<file path="config.mk">
export PLATFORM = sky130hd
export DESIGN_NAME = mult_div_unit
export DESIGN_NICKNAME = d
export VERILOG_FILES = /design/src/rtl/mult_div_unit_pkg.sv /design/src/rtl/mult_div_unit_div_step.sv /design/src/rtl/mult_div_unit.sv
export SDC_FILE = /design/constraint.sdc
export NUM_CORES = 1
export LEC_CHECK = 0
export CAP_MARGIN = 25
export CORE_ASPECT_RATIO = 0.8
export CORE_MARGIN = 1.5
export CORE_UTILIZATION = 62
export CTS_BUF_LIST = sky130_fd_sc_hd__clkbuf_16
export DETAILED_ROUTE_END_ITERATION = 10
export PLACE_DENSITY = 0.84
export SYNTH_ARGS = -nofsm -noshare
export SYNTH_HDL_FRONTEND = slang
export SYNTH_HIERARCHICAL = 1
export SYNTH_SLANG_ARGS = --single-unit
</file>
<file path="constraint.sdc">
create_clock -name clk -period 11.1 [get_ports clk]
set_input_delay 1.665 -clock clk [delete_from_list [all_inputs] [get_ports clk]]
set_output_delay 1.665 -clock clk [all_outputs]
set_load 0.05 [all_outputs]
</file>
<file path="src/rtl/mult_div_unit_pkg.sv">
// mult_div_unit_pkg: funct codes, FSM state encoding and decode helpers for the mult/div engine
package mult_div_unit_pkg;
   localparam int FUNCT_BUS = 6;
   localparam int MULT_DIV_BUS = 64;
   localparam logic [FUNCT_BUS-1:0] FUNCT_MULT  = 6'h18;
   localparam logic [FUNCT_BUS-1:0] FUNCT_MULTU = 6'h19;
   localparam logic [FUNCT_BUS-1:0] FUNCT_DIV   = 6'h1a;
   localparam logic [FUNCT_BUS-1:0] FUNCT_DIVU  = 6'h1b;

   typedef enum logic [1:0] {MD_IDLE, MD_BUSY, MD_DONE} md_state_e;

   function automatic logic is_md(input logic [FUNCT_BUS-1:0] f);
      return f == FUNCT_MULT || f == FUNCT_MULTU || f == FUNCT_DIV || f == FUNCT_DIVU;
   endfunction

   function automatic logic is_signed_op(input logic [FUNCT_BUS-1:0] f);
      return f == FUNCT_MULT || f == FUNCT_DIV;
   endfunction

   function automatic logic is_div_op(input logic [FUNCT_BUS-1:0] f);
      return f == FUNCT_DIV || f == FUNCT_DIVU;
   endfunction
endpackage

</file>
<file path="src/rtl/mult_div_unit_div_step.sv">
// mult_div_unit_div_step: one restoring-division iteration on unsigned magnitudes
module mult_div_unit_div_step #(
   parameter int W = 32
) (
   input  logic [W-1:0] rem_i,
   input  logic [W-1:0] div_i,
   input  logic         bit_i,
   output logic [W-1:0] rem_o,
   output logic         q_o
);
   logic [W:0] trial;
   logic [W:0] diff;
   assign trial = {rem_i, bit_i};
   assign diff  = trial - {1'b0, div_i};
   assign q_o   = trial >= {1'b0, div_i};
   // When the subtract succeeds the difference is below the divisor, so it fits in W bits
   assign rem_o = q_o ? diff[W-1:0] : trial[W-1:0];
endmodule

</file>
<file path="src/rtl/mult_div_unit.sv">
// mult_div_unit: iterative radix-2 multiply/divide responder for the EX-stage HILO handshake
module mult_div_unit
   import mult_div_unit_pkg::*;
#(
   parameter int DATA_WIDTH = 32
) (
   input  logic                      clk,
   input  logic                      rst,
   input  logic [FUNCT_BUS-1:0]      funct,
   input  logic [DATA_WIDTH-1:0]     operand_1,
   input  logic [DATA_WIDTH-1:0]     operand_2,
   input  logic                      stall,
   input  logic                      flush,
   output logic                      mult_div_done,
   output logic [2*DATA_WIDTH-1:0]   mult_div_result
);
   localparam int W  = DATA_WIDTH;
   localparam int CW = $clog2(W);

   md_state_e     state_q, state_d;
   logic [CW-1:0] cnt_q, cnt_d;
   logic          is_div_q, is_div_d;
   logic          neg_q, neg_d;
   logic          rneg_q, rneg_d;
   logic          dz_q, dz_d;
   logic [W-1:0]  op1_q, op1_d;
   logic [W-1:0]  b_q, b_d;
   logic [2*W-1:0] acc_q, acc_d;
   logic [2*W-1:0] res_q, res_d;

   logic          sgn, s1, s2, div_op;
   logic [W-1:0]  abs1, abs2;
   logic [W:0]    mul_sum;
   logic [2*W-1:0] mul_nxt, div_nxt, step, fix_mul, fix_div;
   logic [W-1:0]  drem;
   logic          qbit;

   assign sgn    = is_signed_op(funct);
   assign div_op = is_div_op(funct);
   assign s1     = sgn & operand_1[W-1];
   assign s2     = sgn & operand_2[W-1];
   assign abs1   = s1 ? -operand_1 : operand_1;
   assign abs2   = s2 ? -operand_2 : operand_2;

   // acc holds {hi, lo}: multiply shifts the product in from the top while the multiplier drains from lo;
   // divide shifts the dividend out of lo into the partial remainder in hi and quotient bits into lo
   assign mul_sum = {1'b0, acc_q[2*W-1:W]} + (acc_q[0] ? {1'b0, b_q} : '0);
   assign mul_nxt = {mul_sum, acc_q[W-1:1]};
   assign div_nxt = {drem, acc_q[W-2:0], qbit};
   assign step    = is_div_q ? div_nxt : mul_nxt;

   mult_div_unit_div_step #(.W(W)) u_div_step (
      .rem_i (acc_q[2*W-1:W]),
      .div_i (b_q),
      .bit_i (acc_q[W-1]),
      .rem_o (drem),
      .q_o   (qbit)
   );

   assign fix_mul = neg_q ? -step : step;
   assign fix_div = dz_q ? {op1_q, {W{1'b1}}}
                         : {rneg_q ? -step[2*W-1:W] : step[2*W-1:W], neg_q ? -step[W-1:0] : step[W-1:0]};

   assign mult_div_done   = state_q == MD_DONE;
   assign mult_div_result = res_q;

   // Next-state: latch operands on start, iterate while busy, hold done under stall; flush overrides all
   always_comb begin
      state_d  = state_q;
      cnt_d    = cnt_q;
      is_div_d = is_div_q;
      neg_d    = neg_q;
      rneg_d   = rneg_q;
      dz_d     = dz_q;
      op1_d    = op1_q;
      b_d      = b_q;
      acc_d    = acc_q;
      res_d    = res_q;
      if (flush) begin
         state_d = MD_IDLE;
      end else begin
         unique case (state_q)
            MD_IDLE: if (is_md(funct)) begin
               state_d  = MD_BUSY;
               cnt_d    = '0;
               is_div_d = div_op;
               neg_d    = s1 ^ s2;
               rneg_d   = s1;
               dz_d     = div_op && operand_2 == '0;
               op1_d    = operand_1;
               b_d      = div_op ? abs2 : abs1;
               acc_d    = {{W{1'b0}}, div_op ? abs1 : abs2};
            end
            MD_BUSY: begin
               acc_d = step;
               cnt_d = cnt_q + CW'(1);
               if (cnt_q == CW'(W-1)) begin
                  res_d   = is_div_q ? fix_div : fix_mul;
                  state_d = MD_DONE;
               end
            end
            MD_DONE: state_d = stall ? MD_DONE : MD_IDLE;
            default: state_d = MD_IDLE;
         endcase
      end
   end

   // State and datapath registers with synchronous reset
   always_ff @(posedge clk) begin
      if (rst) begin
         state_q  <= MD_IDLE;
         cnt_q    <= '0;
         is_div_q <= 1'b0;
         neg_q    <= 1'b0;
         rneg_q   <= 1'b0;
         dz_q     <= 1'b0;
         op1_q    <= '0;
         b_q      <= '0;
         acc_q    <= '0;
         res_q    <= '0;
      end else begin
         state_q  <= state_d;
         cnt_q    <= cnt_d;
         is_div_q <= is_div_d;
         neg_q    <= neg_d;
         rneg_q   <= rneg_d;
         dz_q     <= dz_d;
         op1_q    <= op1_d;
         b_q      <= b_d;
         acc_q    <= acc_d;
         res_q    <= res_d;
      end
   end
endmodule

</file>
==> results of run 1 <==
## per-stage QoR
step | total power (W) | worst slack (ps) | std cells | hold slack (ps)
after detailed placement | 0.00110 | 4910 | 2861 | 444
after floorplan | 0.000984 | 5810 | 2489 | 431
after global placement | 0.00110 | 5080 | 2860 | 440
after CTS | 0.00180 | 4920 | 2899 | 452
final | 0.00183 | 4850 | 2902 | 454
after global routing | 0.00187 | 4540 | 2901 | 481
## per-layer routing
metal | global-route usage | up-vias | share of wire
met5 | 0 | - | 0
met4 | 0.146 | 0 | 0.037
met3 | 0.175 | 176 | 0.16
met2 | 0.638 | 1388 | 0.40
met1 | 0.628 | 9350 | 0.41
li1 | - | 8999 | -
## cell families (layout without fill, tap and decap cells)
family          count (synthesis)  in the layout  share of synthesized area
xor+xnor                      181            181                     0.0872
buf+inv                       238            273                     0.0537
simple gates                  980            980                      0.259
flops                         203            203                      0.222
compound gates                718            718                      0.269
fa+ha+maj                      72             72                     0.0501
mux                            97             97                     0.0585
other cells                     0              1                          0
## layout make-up
type | count | share of cell area
Antenna cell | 1 | 0.000123
Timing Repair Buffer | 163 | 0.0790
Sequential cell | 203 | 0.200
Clock inverter | 16 | 0.00572
Clock buffer | 22 | 0.0271
Multi-Input combinational cell | 2048 | 0.652
Inverter | 72 | 0.0133
Tap cell | 377 | 0.0232
## power groups by stage
stage                     combinational [W]  clock [W]  sequential, W
after floorplan                    0.000229          0       0.000754
after CTS                          0.000347   0.000715       0.000742
after global placement             0.000341          0       0.000758
after global routing               0.000380   0.000744       0.000743
after detailed placement           0.000345          0       0.000758
final                              0.000367   0.000722       0.000742
## worst min-delay path by stage
stage,start,end
CTS,op1_q[28],op1_q[28]
global route,mult_div_result[59],mult_div_result[59]
detailed placement,op1_q[28],op1_q[28]
global placement,mult_div_result[32],mult_div_result[32]
finish,mult_div_result[32],mult_div_result[32]
floorplan,op1_q[17],op1_q[17]
## registers in the layout (all words and copies together), names as in the netlist
| register | flops |
|---|---|
| acc_q | 64 |
| mult_div_result | 64 |
| b_q | 32 |
| op1_q | 32 |
| cnt_q | 5 |
| state_q | 2 |
| dz_q | 1 |
| is_div_q | 1 |
| neg_q | 1 |
| rneg_q | 1 |
## critical path, stage by stage, from the launching register on
cell and delay [ps]:
sky130_fd_sc_hd__dfxtp_1 340, sky130_fd_sc_hd__inv_1 50, sky130_fd_sc_hd__ha_1 330, sky130_fd_sc_hd__a21oi_2 220
sky130_fd_sc_hd__a211oi_1 100, sky130_fd_sc_hd__or3_4 390, sky130_fd_sc_hd__nor4b_4 320, sky130_fd_sc_hd__o21ai_2 120
sky130_fd_sc_hd__a31oi_4 210, sky130_fd_sc_hd__o21a_4 200, sky130_fd_sc_hd__inv_2 320, sky130_fd_sc_hd__mux2_2 430
sky130_fd_sc_hd__inv_1 90, sky130_fd_sc_hd__ha_1 180, sky130_fd_sc_hd__nand2_1 80, sky130_fd_sc_hd__or3_1 400
sky130_fd_sc_hd__or3_1 400, sky130_fd_sc_hd__or2_1 320, sky130_fd_sc_hd__nand2b_1 450, sky130_fd_sc_hd__o21ai_1 440
sky130_fd_sc_hd__nand2b_1 80, sky130_fd_sc_hd__or4_1 420, sky130_fd_sc_hd__a21oi_1 160, sky130_fd_sc_hd__a211oi_1 60
## Yosys cell counts, types with 29 or more instances
cell type,number,area share
sky130_fd_sc_hd__nand2_1,359,0.074
sky130_fd_sc_hd__nor2_1,250,0.051
sky130_fd_sc_hd__a21oi_1,235,0.064
sky130_fd_sc_hd__dfxtp_1,203,0.22
sky130_fd_sc_hd__clkbuf_1,119,0.024
sky130_fd_sc_hd__xnor2_1,111,0.053
sky130_fd_sc_hd__o21ai_0,100,0.027
sky130_fd_sc_hd__a211oi_1,85,0.035
sky130_fd_sc_hd__ha_1,70,0.048
sky130_fd_sc_hd__inv_1,69,0.014
sky130_fd_sc_hd__xor2_1,69,0.033
sky130_fd_sc_hd__nor3_1,63,0.017
sky130_fd_sc_hd__mux2i_1,56,0.031
sky130_fd_sc_hd__nand3_1,56,0.015
sky130_fd_sc_hd__and2_1,48,0.016
sky130_fd_sc_hd__o211ai_1,43,0.018
sky130_fd_sc_hd__a22oi_1,29,0.012
==> results_tabular.tex, run 1 <==
\begin{tabular}{lr}
\hline
Metric & Value \\
\hline
\multicolumn{2}{l}{\textbf{Synth}} \\
\quad Avg Cell Area, Syn & around 7.3 um\^{}2 \\
\quad Fraction of the yosys area taken by sequential cells & 0.222 \\
\quad Async set-reset flop share out of synthesis & 0 \\
\quad Synthesized cell area & around 18,000 um\^{}2 \\
\quad Yosys cell types & 122 \\
\quad Total of warnings raised by yosys & 6 \\
\quad Synthesized Nets & 2,635 \\
\quad Flip-flop and latch count after synthesis & roughly 200 \\
\quad Number of synthesized flops with an enable pin & 0 \\
\quad Number of standard cells after synthesis & approximately 2,500 \\
\quad Primary flip-flop cell chosen by synthesis mapping & sky130\_fd\_sc\_hd\_\_dfxtp\_1 \\
\multicolumn{2}{l}{\textbf{Final layout}} \\
\quad Combined area of the multi-input logic cells & approximately 13,000 um\^{}2 \\
\quad Layout-stage area growth over the synthesis result & 11.3\% \\
\quad Share of final-layout standard cells stronger than drive strength 1 & 0.0705 \\
\quad Final-layout fill cell count & between 2,000 and 2,500 \\
\quad Final design instance area without fill & around 20,000 um\^{}2 \\
\quad Storage cell area & $\sim$4000 um\^{}2 \\
\quad Most common cell after layout, fill and taps aside & sky130\_fd\_sc\_hd\_\_nand2\_1 \\
\quad Fin nets & 2,656 \\
\quad Leading cell types in the layout, fill and taps excluded & 358 x sky130\_fd\_sc\_hd\_\_nand2\_1, 249 x sky130\_fd\_sc\_hd\_\_nor2\_1, 234 x sky130\_fd\_sc\_hd\_\_a21oi\_1 \\
\quad Core utilization of the finished layout & 0.698 \\
\multicolumn{2}{l}{\textbf{Timing}} \\
\quad Number of max-slew violations in the final report & 0 \\
\quad Final min period & 6250 ps \\
\quad Setup repair after global routing missed its margin & no \\
\quad Sum of negative setup slack & 0 ps \\
\quad Slew at the pin closest to its max-slew limit & around 1200 ps \\
\quad Fin Clk Skew & 31.2 ps \\
\quad Achievable frequency & approximately 160 MHz \\
\quad Final setup violation count & 0 \\
\quad Relative max-transition margin & 0.233 \\
\quad Final clock period utilization by the worst path & 0.563 \\
\quad Final Hold Vio Count & 0 \\
\multicolumn{2}{l}{\textbf{Setup path}} \\
\quad Worst setup path startpoint & b\_q[7] \\
\quad Flop2flop setup slack & $\sim$4900 ps \\
\quad Critical R2R Launch & b\_q[7] \\
\quad Worst-case reg-to-reg path depth & 23 \\
\quad Worst-path maximum fanout & 30 \\
\quad Endpoint kind of the worst setup timing path & flop \\
\quad Critical R2R Capture & mult\_div\_result[60] \\
\quad Critical Path Sink & mult\_div\_result[60] \\
\quad Worst setup SP type & flop \\
\quad Req. time, crit path & 11,530 ps \\
\quad Critical path data arrival time & 6680 ps \\
\quad Critical setup path kind & flop to flop \\
\multicolumn{2}{l}{\textbf{Place}} \\
\quad Buffers added on ports & around 140 \\
\quad Total placed instance area & 19,600 um\^{}2 \\
\quad HPWL after detailed placement & between 50 and 60 mm \\
\quad Placer congestion estimate & between 1 and 1.5 \\
\multicolumn{2}{l}{\textbf{Hold path}} \\
\quad Path category of the worst min-delay check & flop to flop \\
\quad Number of cells traversed by the worst hold path & 2 \\
\multicolumn{2}{l}{\textbf{CTS}} \\
\quad Post-cts repair resize count & 0 \\
\quad Post-CTS setup buffer count & 0 \\
\quad Clock transition time at the flip-flop clock pins of the worst setup and hold paths & around 60 ps \\
\quad TritonCTS clock tree & built \\
\quad Sinks on the clock net & between 200 and 250 \\
\quad Clock buffer depth & 3 \\
\quad Number of H-tree levels & 1 \\
\quad CTS root buf & sky130\_fd\_sc\_hd\_\_clkbuf\_16 \\
\quad Hold buffer count at CTS & 0 \\
\quad TritonCTS buffer count & 22 \\
\quad Latest clock arrival within the worst-skew pair & $\sim$560 ps \\
\multicolumn{2}{l}{\textbf{Detailed routing}} \\
\quad Number of vias after detailed routing & 19,900 \\
\quad Number of antenna-violating nets in the routed design & 0 \\
\quad Via density & between 6 and 7 \\
\quad Mean routed wirelength per cell & approximately 25 um \\
\quad Total detailed-routing wirelength & around 71 mm \\
\quad First-pass DRT Iterations & 6 \\
\quad First DRT Iteration DRCs & $\sim$3,100 \\
\quad Remaining routing DRC violations & 0 \\
\multicolumn{2}{l}{\textbf{Global routing}} \\
\quad Largest net degree at the start of global routing & roughly 120 \\
\quad Initial antenna violation count & 1 \\
\quad First-pass GRT wire length & around 110 mm \\
\quad Grt total ovfl & 0 \\
\quad Overall track demand over capacity in global routing & 0.453 \\
\quad Vias in the first global route & roughly 18,000 \\
\multicolumn{2}{l}{\textbf{Die}} \\
\quad Starting utilization of the core area & 0.627 \\
\quad Core outline area & a little under 30,000 um\^{}2 \\
\quad Top-Level Pins & between 100 and 150 \\
\quad Die boundary height & roughly 160 um \\
\quad Die Footprint & 30,500 um\^{}2 \\
\quad Die Width & roughly 200 um \\
\quad Placement Rows & 56 \\
\multicolumn{2}{l}{\textbf{Power}} \\
\quad Power Internal & 0.00126 W \\
\quad Power per standard cell area & $\sim$90 nW/um\^{}2 \\
\quad Leak & 7.63 nW \\
\quad Proportion of power drawn by combinational gates & 0.200 \\
\quad Reg power frac & 0.406 \\
\quad Net switching power & $\sim$0.00057 W \\
\quad Clock power share & 0.394 \\
\quad Switch share & 0.312 \\
\quad Worst vdd rail ir drop & about 0.11 mV \\
\multicolumn{2}{l}{\textbf{Run status}} \\
\quad Status & finished, final reports clean \\
\multicolumn{2}{l}{\textbf{Flow run}} \\
\quad Count of max-cap constraint violations & 0 \\
\hline
\end{tabular}
Power figures use the tool's default switching activity.
==> inputs of run 2 (changes only) <==
--- a/config.mk
+++ b/config.mk
@@ -8,10 +8,10 @@
 export CAP_MARGIN = 25
 export CORE_ASPECT_RATIO = 0.8
 export CORE_MARGIN = 1.5
-export CORE_UTILIZATION = 62
+export CORE_UTILIZATION = 55
 export CTS_BUF_LIST = sky130_fd_sc_hd__clkbuf_16
 export DETAILED_ROUTE_END_ITERATION = 10
-export PLACE_DENSITY = 0.84
+export PLACE_DENSITY = 0.79
 export SYNTH_ARGS = -nofsm -noshare
 export SYNTH_HDL_FRONTEND = slang
 export SYNTH_HIERARCHICAL = 1
==> constraint.sdc (replaced) <==
create_clock -name clk -period 5.2 [get_ports clk]
set_input_delay 0.78 -clock clk [delete_from_list [all_inputs] [get_ports clk]]
set_output_delay 0.78 -clock clk [all_outputs]
set_load 0.05 [all_outputs]
==> results_tabular.tex, run 2 (synthesis gave the netlist of run 1 again) <==
\begin{tabular}{lr}
\hline
Metric & Value \\
\hline
\multicolumn{2}{l}{\textbf{Run status}} \\
\quad Status & finished, violations left \\
\quad Violated checks & negative setup slack \\
\multicolumn{2}{l}{\textbf{Power}} \\
\quad Worst vdd rail ir drop & $\sim$0.24 mV \\
\quad Power per standard cell area & $\sim$190 nW/um\^{}2 \\
\quad Leak & $\sim$8.2 nW \\
\quad Overall Power & between 0.004 and 0.005 W \\
\multicolumn{2}{l}{\textbf{Timing}} \\
\quad Slew at the pin closest to its max-slew limit & 1050 ps \\
\quad Final clock period utilization by the worst path & 1.00 \\
\quad Fin Clk Skew & 18.5 ps \\
\quad Number of max-slew violations in the final report & 0 \\
\quad Relative max-transition margin & 0.298 \\
\quad Achievable frequency & about 190 MHz \\
\quad Final setup violation count & 1 \\
\quad Final min period & about 5200 ps \\
\quad Min setup slack post-route & -15.5 ps \\
\quad Final Hold Vio Count & 0 \\
\multicolumn{2}{l}{\textbf{Setup path}} \\
\quad Delay contributed by the slowest stage of the critical path & around 540 ps \\
\quad Req. time, crit path & between 5000 and 6000 ps \\
\quad Critical path, cell by cell & inv\_1, ha\_1, a21o\_1, a211o\_1, a31oi\_2, a21boi\_0, o21a\_4, inv\_2, nor3b\_1, o21bai\_1, or4\_1, or2\_4, o41ai\_4, nand3\_2, o21ai\_2, a21boi\_1, xor2\_1, a221oi\_1 \\
\quad Critical path data arrival time & about 5700 ps \\
\quad Endpoint kind of the worst setup timing path & flop \\
\quad Worst-path maximum fanout & 4 \\
\quad Slowest cell on the critical path & sky130\_fd\_sc\_hd\_\_or4\_1 \\
\quad Critical setup path kind & flop to flop \\
\quad Worst setup SP type & flop \\
\multicolumn{2}{l}{\textbf{Detailed routing}} \\
\quad Remaining routing DRC violations & 0 \\
\quad Number of antenna-violating nets in the routed design & 0 \\
\quad Mean routed wirelength per cell & around 25 um \\
\quad First DRT Iteration DRCs & approximately 3,000 \\
\quad Highest routing layer actually used & met5 \\
\quad Via density & around 6.7 \\
\quad First-pass DRT Iterations & 6 \\
\quad Number of vias after detailed routing & slightly above 20,000 \\
\quad Met2 routed WL & approximately 30 mm \\
\quad Detailed-route wire length on metal 1 & approximately 31 mm \\
\quad Total detailed-routing wirelength & about 76 mm \\
\quad WL met3 & $\sim$11 mm \\
\multicolumn{2}{l}{\textbf{Place}} \\
\quad \# placed instances & $\sim$3,000 \\
\quad Setup slack after placement & -127 ps \\
\quad HPWL after detailed placement & just under 60 mm \\
\quad Buffers added on ports & roughly 140 \\
\quad Placer congestion estimate & between 1 and 1.5 \\
\multicolumn{2}{l}{\textbf{Die}} \\
\quad Die Width & a little over 200 um \\
\quad Die boundary height & 166 um \\
\quad Die Footprint & roughly 34,000 um\^{}2 \\
\quad Top-Level Pins & 139 \\
\quad Placement Rows & between 50 and 60 \\
\quad Core outline area & around 33,000 um\^{}2 \\
\quad Starting utilization of the core area & 0.560 \\
\multicolumn{2}{l}{\textbf{Global routing}} \\
\quad Initial antenna violation count & 9 \\
\quad Vias in the first global route & $\sim$18,000 \\
\quad Grt total ovfl & 0 \\
\quad First-pass GRT wire length & approximately 110 mm \\
\quad Overall track demand over capacity in global routing & 0.423 \\
\quad Largest net degree at the start of global routing & 124 \\
\multicolumn{2}{l}{\textbf{CTS}} \\
\quad Hold buffer count at CTS & 0 \\
\quad Number of H-tree levels & 1 \\
\quad Clock transition time at the flip-flop clock pins of the worst setup and hold paths & $\sim$60 ps \\
\quad Clock buffer depth & 3 \\
\quad TritonCTS buffer count & 24 \\
\quad Sinks on the clock net & around 200 \\
\quad CTS root buf & sky130\_fd\_sc\_hd\_\_clkbuf\_16 \\
\quad TritonCTS clock tree & built \\
\quad Latest clock arrival within the worst-skew pair & about 560 ps \\
\multicolumn{2}{l}{\textbf{Final layout}} \\
\quad Leading cell types in the layout, fill and taps excluded & 357 x sky130\_fd\_sc\_hd\_\_nand2\_1, 247 x sky130\_fd\_sc\_hd\_\_nor2\_1, 233 x sky130\_fd\_sc\_hd\_\_a21oi\_1 \\
\quad Fin nets & 2,755 \\
\quad Share of final-layout standard cells stronger than drive strength 1 & 0.116 \\
\quad Most common cell after layout, fill and taps aside & sky130\_fd\_sc\_hd\_\_nand2\_1 \\
\quad Core utilization of the finished layout & 0.655 \\
\quad Final instance count without filler cells & between 3,000 and 4,000 \\
\quad Layout-stage area growth over the synthesis result & 16.9\% \\
\multicolumn{2}{l}{\textbf{Hold path}} \\
\quad Path category of the worst min-delay check & flop to flop \\
\multicolumn{2}{l}{\textbf{Flow run}} \\
\quad Count of max-cap constraint violations & 0 \\
\hline
\end{tabular}
[run 2: cell types whose count changed in the layout (fill, tap and decap cells not counted), sizes merged]
cell      change
buf          +98
clkinvlp      +3
bufinv        +1
clkbuf        +1
diode         +1
[run 2: timing repair]
action                     in CTS  in global routing
pin swaps                       1                  8
setup endpoints to repair      11                 25
resized for setup               7                 28
setup buffers                   1                  4
[run 2: stage by stage]
step	TNS [ps]	hold slack, ps	area [um^2]
floorplan	0	431	18300
global placement	-154	441	20400
detailed placement	-607	447	20400
CTS	0	455	21200
global route	-1080	474	21400
finish	-15.5	456	21400
[run 2: layout make-up]
cell class | count | area (um^2)
Sequential cell | 203 | 4070
Inverter | 72 | 270
Timing Repair Buffer | 260 | 2310
Antenna cell | 2 | 5.00
Fill cell | 2917 | 11300
Multi-Input combinational cell | 2048 | 13400
Clock buffer | 24 | 601
Clock inverter | 20 | 164
Tap cell | 427 | 534
[run 2: layer usage]
metal / vias up / track usage
li1: 9199 / -
met1: 9719 / 0.617
met5: - / 0
met3: 217 / 0.132
met4: 10 / 0.167
met2: 1455 / 0.567
[run 2: worst max-delay path, delay by kind of cell (launching register included)]
family | cells | cell delay (ps)
DFF | 1 | 370
xor gates and xnor gates | 1 | 130
and+or+nand+nor | 4 | 1250
AOI/OAI and AO/OA | 10 | 2940
adders and majority gates | 1 | 280
buffers and inverters | 2 | 130
[run 2: path summary, 6_finish.rpt]
path	from	end	slack, ps	depth (start not counted)
worst min register to register	op1_q[29]	op1_q[29]	460	2
worst max-delay path	b_q[30]	mult_div_result[53]	-20	18
worst max register to register	b_q[30]	mult_div_result[53]	-20	18
worst min-delay path	op1_q[29]	op1_q[29]	460	2
[run 2: report_power, final]
part / internal [W] / leakage [nW] / switching [W]
Clock: 0.000944 / 0.379 / 0.000758
Combinational: 0.000347 / 6.13 / 0.000510
Sequential: 0.00157 / 1.64 / 0.0000180
